`src/rtl/div_seq.sv`:
```
// Iterative 32-bit radix-2 restoring divider for the EXE stage.
// Works on operand magnitudes, then applies the quotient/remainder sign correction.

module div_seq (
   input  logic        clk,
   input  logic        resetn,
   input  logic        div_en,
   input  logic        div_sign,
   input  logic [31:0] div_src1,
   input  logic [31:0] div_src2,
   input  logic        div_ack,
   input  logic        div_flush,
   output logic        div_complete,
   output logic        div_busy,
   output logic [31:0] div_quotient,
   output logic [31:0] div_remainder
);

   typedef enum logic [1:0] {
      StIdle,
      StCalc,
      StDone
   } state_e;

   state_e      state_q, state_d;
   logic [5:0]  cnt_q, cnt_d;
   logic [31:0] dvd_q, dvd_d;
   logic [31:0] rem_q, rem_d;
   logic [31:0] dsr_q, dsr_d;
   logic        q_neg_q, q_neg_d;
   logic        r_neg_q, r_neg_d;
   logic        zero_div_q, zero_div_d;
   logic [31:0] quo_q, quo_d;
   logic [31:0] rmd_q, rmd_d;

   logic [31:0] src1_abs;
   logic [31:0] src2_abs;
   logic [32:0] rem_shift;
   logic        sub_ok;
   logic [31:0] rem_sub;
   logic [31:0] rem_step;
   logic [31:0] quo_raw;

   always_comb begin
      src1_abs = (div_sign && div_src1[31]) ? (32'd0 - div_src1) : div_src1;
      src2_abs = (div_sign && div_src2[31]) ? (32'd0 - div_src2) : div_src2;
   end

   // One restoring step; the 33-bit shifted remainder keeps the compare exact.
   always_comb begin
      rem_shift = {rem_q, dvd_q[31]};
      sub_ok    = (rem_shift >= {1'b0, dsr_q});
      rem_sub   = rem_shift[31:0] - dsr_q;
      rem_step  = sub_ok ? rem_sub : rem_shift[31:0];
      quo_raw   = {dvd_q[30:0], sub_ok};
   end

   always_comb begin
      state_d    = state_q;
      cnt_d      = cnt_q;
      dvd_d      = dvd_q;
      rem_d      = rem_q;
      dsr_d      = dsr_q;
      q_neg_d    = q_neg_q;
      r_neg_d    = r_neg_q;
      zero_div_d = zero_div_q;
      quo_d      = quo_q;
      rmd_d      = rmd_q;

      unique case (state_q)
         StIdle: begin
            if (div_en && !div_flush) begin
               dvd_d      = src1_abs;
               dsr_d      = src2_abs;
               rem_d      = 32'd0;
               q_neg_d    = div_sign && (div_src1[31] ^ div_src2[31]);
               r_neg_d    = div_sign && div_src1[31];
               zero_div_d = (div_src2 == 32'd0);
               cnt_d      = 6'd0;
               state_d    = StCalc;
            end
         end
         StCalc: begin
            dvd_d = quo_raw;
            rem_d = rem_step;
            cnt_d = cnt_q + 6'd1;
            if (cnt_q == 6'd31) begin
               state_d = StDone;
               // With a zero divisor every step subtracts 0, so rem_step is the latched dividend.
               if (zero_div_q) begin
                  quo_d = 32'hFFFF_FFFF;
                  rmd_d = rem_step;
               end else begin
                  quo_d = q_neg_q ? (32'd0 - quo_raw) : quo_raw;
                  rmd_d = r_neg_q ? (32'd0 - rem_step) : rem_step;
               end
            end
         end
         StDone: begin
            if (div_ack) begin
               state_d = StIdle;
            end
         end
         default: begin
            state_d = StIdle;
         end
      endcase

      if (div_flush) begin
         state_d = StIdle;
      end
   end

   always_ff @(posedge clk or negedge resetn) begin
      if (!resetn) begin
         state_q    <= StIdle;
         cnt_q      <= 6'd0;
         dvd_q      <= 32'd0;
         rem_q      <= 32'd0;
         dsr_q      <= 32'd0;
         q_neg_q    <= 1'b0;
         r_neg_q    <= 1'b0;
         zero_div_q <= 1'b0;
         quo_q      <= 32'd0;
         rmd_q      <= 32'd0;
      end else begin
         state_q    <= state_d;
         cnt_q      <= cnt_d;
         dvd_q      <= dvd_d;
         rem_q      <= rem_d;
         dsr_q      <= dsr_d;
         q_neg_q    <= q_neg_d;
         r_neg_q    <= r_neg_d;
         zero_div_q <= zero_div_d;
         quo_q      <= quo_d;
         rmd_q      <= rmd_d;
      end
   end

   always_comb begin
      div_complete  = (state_q == StDone);
      div_busy      = (state_q == StCalc);
      div_quotient  = quo_q;
      div_remainder = rmd_q;
   end

endmodule

```
`config.mk`:
```
export PLATFORM = sky130hd
export DESIGN_NAME = div_seq
export DESIGN_NICKNAME = d
export VERILOG_FILES = /design/src/rtl/div_seq.sv
export SDC_FILE = /design/constraint.sdc
export NUM_CORES = 1
export LEC_CHECK = 0
export ABC_CLOCK_PERIOD_IN_PS = 12700
export BUFFER_PORTS_ARGS = -buffer_cell sky130_fd_sc_hd__buf_2
export CAP_MARGIN = 20
export CORE_UTILIZATION = 45
export CTS_CLUSTER_DIAMETER = 100
export DETAILED_ROUTE_END_ITERATION = 10
export GPL_TIMING_DRIVEN = 0
export SLEW_MARGIN = 10
export SYNTH_ARGS = -nofsm -noshare
export SYNTH_HDL_FRONTEND = slang
export SYNTH_SLANG_ARGS = --single-unit
```
`constraint.sdc`:
```
create_clock -name clk -period 12.7 [get_ports clk]
set_clock_uncertainty 0.05 [all_clocks]
set_input_delay 1.27 -clock clk [delete_from_list [all_inputs] [get_ports clk]]
set_output_delay 1.27 -clock clk [all_outputs]
set_load 0.01 [all_outputs]
```
## Word level (Yosys, flattened, before mapping)

Index checks and enable logic that the tools add are counted.

| word-level totals | value |
|---|---|
| register bits after elaboration | 171 |
| bits of input ports | 70 |

| cells by class | value |
|---|---|
| add/sub/neg operators | 6 |
| magnitude comparators | 1 |
| equality and inequality tests | 7 |
| multiplexer cells | 18 |
| bitwise gates (word level) | 1 |
| reductions and logical operators | 12 |

Operators by type and width:

| cell | number |
|---|---|
| $mux 32 | 9 |
| $pmux 32 s2 | 2 |
| $sub 1x32->32 const A | 4 |
| $ge 33x32->1 | 1 |
| $logic_not 32->1 | 1 |
| $sub 32x32->32 | 1 |
| $pmux 6 s2 | 1 |
| $mux 2 | 4 |
| $add 6x1->6 const B | 1 |
| $eq 6x5->1 const B | 1 |
| $mux 6 | 1 |
| $ne 3x3->1 const B | 2 |
| $pmux 2 s3 | 1 |
| $reduce_and 2->1 | 3 |
| $logic_and 1x1->1 | 4 |
| $ne 3x2->1 const B | 1 |
| $reduce_and 3->1 | 1 |
| $eq 2x1->1 const B | 1 |
| $eq 2x2->1 const B | 1 |
| $logic_not 2->1 | 1 |
| $ne 2x2->1 const B | 1 |
| $reduce_bool 2->1 | 1 |
| $logic_not 1->1 | 1 |
| $xor 1x1->1 | 1 |

## Longest topological paths before layout

| logic depth | value |
|---|---|
| depth in word-level cells | 5 |
| gate-level depth with buffers | 22 |

## Least setup slack after synthesis

OpenSTA, ideal clock, no wires.

| timing | value |
|---|---|
| path type | register to register |
| from | register rem_q[22] |
| to | register rmd_q[26], in the netlist div_remainder[26] |
| library setup time | 0.129 ns |
| data arrival time | 4.612 ns |
| data required time | 12.521 ns |
| setup slack | 7.910 ns |
| stages on the path, launching flop included | 21 |
| path buffers | 3 |
| clock period less this slack | 4.790 ns |
| cell sequence | dfrtp_1 ha_1 and4_1 and3_1 and4_1 a211oi_2 nand2_4 inv_2 buf_6 buf_2 buf_2 mux2i_1 ha_1 nand3b_1 nor3_1 nand4_1 or4b_1 a2111oi_2 a31oi_1 xnor2_1 o21ai_1 |

| between the ends | value |
|---|---|
| longest elaborated chain between the ends | 5 |
| elaborated cells between the ends (all ways) | 6 |

Ends and longest elaborated chain:

| what | line | text |
|---|---|---|
| from (decl) | 28 | `logic [31:0] rem_q, rem_d;` |
| from (signal assigned) | 130 | `rem_q <= rem_d;` |
| $sub 32x32->32 / $ge 33x32->1 (equally long branches) | 53, 52 |  |
| $mux 32 * | 54 | `rem_step = sub_ok ? rem_sub : rem_shift[31:0];` |
| $sub 1x32->32 | 95 | `rmd_d = r_neg_q ? (32'd0 - rem_step) : rem_step;` |
| $mux 32 | 95 |  |
| $mux 32 * | 90 | `if (zero_div_q) begin` |
| to (signal assigned) | 136 | `rmd_q <= rmd_d;` |
| to (decl) | 34 | `logic [31:0] rmd_q, rmd_d;` |

Mark *: on every way between the ends. The rest lies on a longest branch, timed or not.
A chain may end at the register's enable or synchronous reset.

## Worst setup path after layout

| timing | value |
|---|---|
| from | register rem_q[17] |
| to | register rmd_q[26], in the netlist div_remainder[26] |

The elaborated chain is that of the path after synthesis.

==> summary.md <==
| Metric | Value |
|---|---|
| Run status | finished, violations left |
| Failing checks | DRC |
| Final setup fails | 0 |
| Largest stage delay on the critical path | 570 ps |
| Top Family by Delay on Critical Path | compound AO/OA/AOI/OAI gates |
| H-tree level count | 4 |
| First-pass GRT wire length | 60.3 mm |
| Row cnt | 59 |
| Total Wirelength | 38.0 mm |
| Vias | 11597 |
| Synth Net Count | 1578 |
| Routed length per placed instance | 19.2 um |
| Final Critical Period | 6520 ps |
| Drt pass-1 iters | 9 |
| Synthesized flop and latch total | 171 |
| Die Area | 27700 sq um |
| Antenna Violating Nets Remaining | 0 |
| WP depth | 21 |
| YS warnings | 0 |
| Postcts setup bufs | 0 |
| Starting Density | 46.3% |
| RR Startpoint | rem_q[17]$_DFFE_PN0P_ |
| Layout cell share with drive strength beyond 1 | 14.6% |
| Most common cell after layout, fill and taps aside | o21ai_0 |
| Initial detailed-routing violation count | 1079 |
| CTS Hold Buffers Added | 0 |
| FF-to-FF End | div_remainder[26]$_DFFE_PN0P_ |
| Data arrival, critical path | 6800 ps |
| Number of flops mapped to enable cells by yosys | 0 |
| Root Driver | clkbuf_16 |
| CP Launch Type | flip-flop |
| Worst-Margin Slew | 923 ps |
| WP data required | 12970 ps |
| Most frequent CP cell | buf_2 |
| Total congestion overflow | 0 |
| Area delta synth->final | 14.3% |
| Post-Syn Instances | 1470 |
| Port Buf Inserts | 135 |
| Worst-path cell chain | ha_1, buf_2, a21oi_1, o21ai_0, a21o_1, a211oi_2, nand2_4, inv_2, buf_6, buf_2, buf_2, mux2i_1, ha_1, nand3b_1, nor3_1, nand4_1, or4b_1, a2111oi_2, a31oi_1, xnor2_1, o21ai_1 |
| # fillers | 2565 |
| Worst vdd ir | 0.120 mV |
| Yosys cell types | 93 |
| CTS Sinks | 171 |
| Drt via density | 5.87 |
| Worst Setup Path Type | reg2reg |
| Final Hold Fails | 0 |
| Hold WS | 426 ps |
| Mapped Area | 12200 sq um |
| Mapped Avg Cell Area | 8.27 sq um |
| Worst-path maximum fanout | 10 |
| CTS buffer count | 17 |
| Die W | 166 um |
| RSZ-0062 raised after global routing | false |
| CTS clock-pin slew for the worst setup and hold paths | 80 ps |
| Die height | 166 um |
| Vias in the first global route | 10673 |
| Critical Path Sink | div_remainder[26]$_DFFE_PN0P_ |
| Ports | 136 |
| Fin Setup TNS | 0 ps |
| Register-to-register setup slack | 6180 ps |
| Sequential area share after synthesis | 35.2% |
| Hold path cells | 2 |
| Post-route clock period utilization | 51.4% |
| Tot GR Track Use | 27.7% |
| Fin nets | 1735 |
| R2r worst-path depth | 21 |
| Critical Path Source | rem_q[17]$_DFFE_PN0P_ |
| # diodes | 0 |
| Most frequent cells in the layout | 178 x o21ai_0, 174 x nand2_1, 171 x dfrtp_1, 144 x buf_2 |
| Critical Path End Type | flip-flop |
| Clock Tree Buf Depth | 2 |
| Critical Path Slowest Stage Cell | a2111oi_2 |
| Clock latency on the worst-skew pair | 450 ps |
| Pwr/cell area | 240 nW/um^2 |
| Post-synth ARST share | 100% |
| Slew margin rel. | 37.9% |
| DP HPWL | 29.5 mm |
| Largest net degree at the start of global routing | 101 |
| Routability cong. | 0.928 |
| CTS tree | done |
| Final WS setup | 6180 ps |
| Buffer and inverter count on the worst path | 5 |
| Lkg Pwr | 6.18 nW |
| Initial antenna violation count | 0 |
| Hold Crit Class | reg2reg |
| Max Cap Violations | 0 |
| Pre-CTS setup slack | 6430 ps |
| Core area | 26300 sq um |
| Fmax | 153 MHz |
| Final Max Slew Viols | 0 |
| Synth Flop Type | dfrtp_1 |
| CTS resizes | 0 |
| Drt drc | 13 |
[synthesized netlist by cell type, drive strengths merged (15+ instances only)]
cell | instances | area [sq um]
or3 | 16 | 101
buf | 24 | 174
xor2 | 69 | 604
nor4 | 23 | 163
xnor2 | 70 | 613
nand2b | 15 | 93.8
a21o | 15 | 124
a21oi | 114 | 582
inv | 51 | 191
nand3 | 53 | 265
a31oi | 19 | 119
dfrtp | 171 | 4280
clkbuf | 59 | 224
mux2i | 19 | 190
a22oi | 31 | 233
o31ai | 21 | 163
o21ai | 187 | 940
ha | 37 | 463
nor2 | 111 | 417
nor3 | 28 | 150
nand2 | 175 | 664
[report_power, final]
group | switching, W | internal, W
Combinational | 0.00129 | 0.000719
Clock | 0.000267 | 0.000264
Sequential | 0.000146 | 0.000650
Total | 0.00171 | 0.00163
[registers in the layout, summed over array words and instances (netlist names)]
| signal | count |
|---|---|
| dvd_q | 32 |
| state_q | 2 |
| rem_q | 32 |
| cnt_q | 6 |
| dsr_q | 32 |
| q_neg_q | 1 |
| div_quotient | 32 |
| zero_div_q | 1 |
| r_neg_q | 1 |
| div_remainder | 32 |
[kinds of logic (layout without fill, tap and decap cells)]
kind of cell    after synthesis  count (layout)  synth area share [%]
simple gates                495             495                  19.8
compound gates              472             472                  24.5
flops                       171             171                  35.2
xor+xnor                    139             139                  10.0
buf+inv                     135             305                  4.93
fa+ha+maj                    38              38                  3.97
mux                          20              20                  1.66
[stage by stage]
stage                     util [%]  total power [W]  cell area (sq um)  instances
final                         52.9          0.00334              13900       1975
after global routing          52.9          0.00356              13900       1975
after CTS                     52.9          0.00330              13900       1975
after detailed placement      50.7          0.00276              13300       1943
after global placement        50.5          0.00274              13300       1940
after floorplan                  -          0.00218              12200       1470
[final cells by class]
type | count | area [sq um] | area share (%)
Multi-Input combinational cell | 1164 | 7300 | 52.5
Sequential cell | 171 | 4280 | 30.8
Timing Repair Buffer | 138 | 728 | 5.24
Clock buffer | 18 | 429 | 3.09
Tap cell | 335 | 419 | 3.01
Buffer | 84 | 408 | 2.93
Inverter | 51 | 191 | 1.38
Clock inverter | 14 | 156 | 1.12
[metal layers]
layer	track usage, %	vias to the layer above	routed length, um
met1	43.1	5482	19000
li1	-	5613	-
met5	0	-	0
met3	4.90	46	2770
met4	6.32	0	561
met2	39.3	456	15700
[worst register-to-register path, delay by kind of cell, from the launching register on]
| kind | cells | cell delay (ps) |
|---|---|---|
| buf+inv | 5 | 1280 |
| fa+ha+maj | 2 | 650 |
| mux | 1 | 390 |
| compound gates | 7 | 1890 |
| flops | 1 | 470 |
| xor+xnor | 1 | 200 |
| simple gates | 5 | 1460 |
[how the worst min path moves through the flow]
stage                                        startpoint                             to  slack, ps
final                     div_remainder[27]$_DFFE_PN0P_  div_remainder[27]$_DFFE_PN0P_        430
after global routing      div_remainder[24]$_DFFE_PN0P_  div_remainder[24]$_DFFE_PN0P_        450
after CTS                  div_remainder[4]$_DFFE_PN0P_   div_remainder[4]$_DFFE_PN0P_        430
after detailed placement   div_remainder[4]$_DFFE_PN0P_   div_remainder[4]$_DFFE_PN0P_        410
after global placement     div_remainder[6]$_DFFE_PN0P_   div_remainder[6]$_DFFE_PN0P_        410
after floorplan                   dsr_q[10]$_DFFE_PN0P_          dsr_q[10]$_DFFE_PN0P_        400
Note: power is estimated with default switching activity, not from simulation.
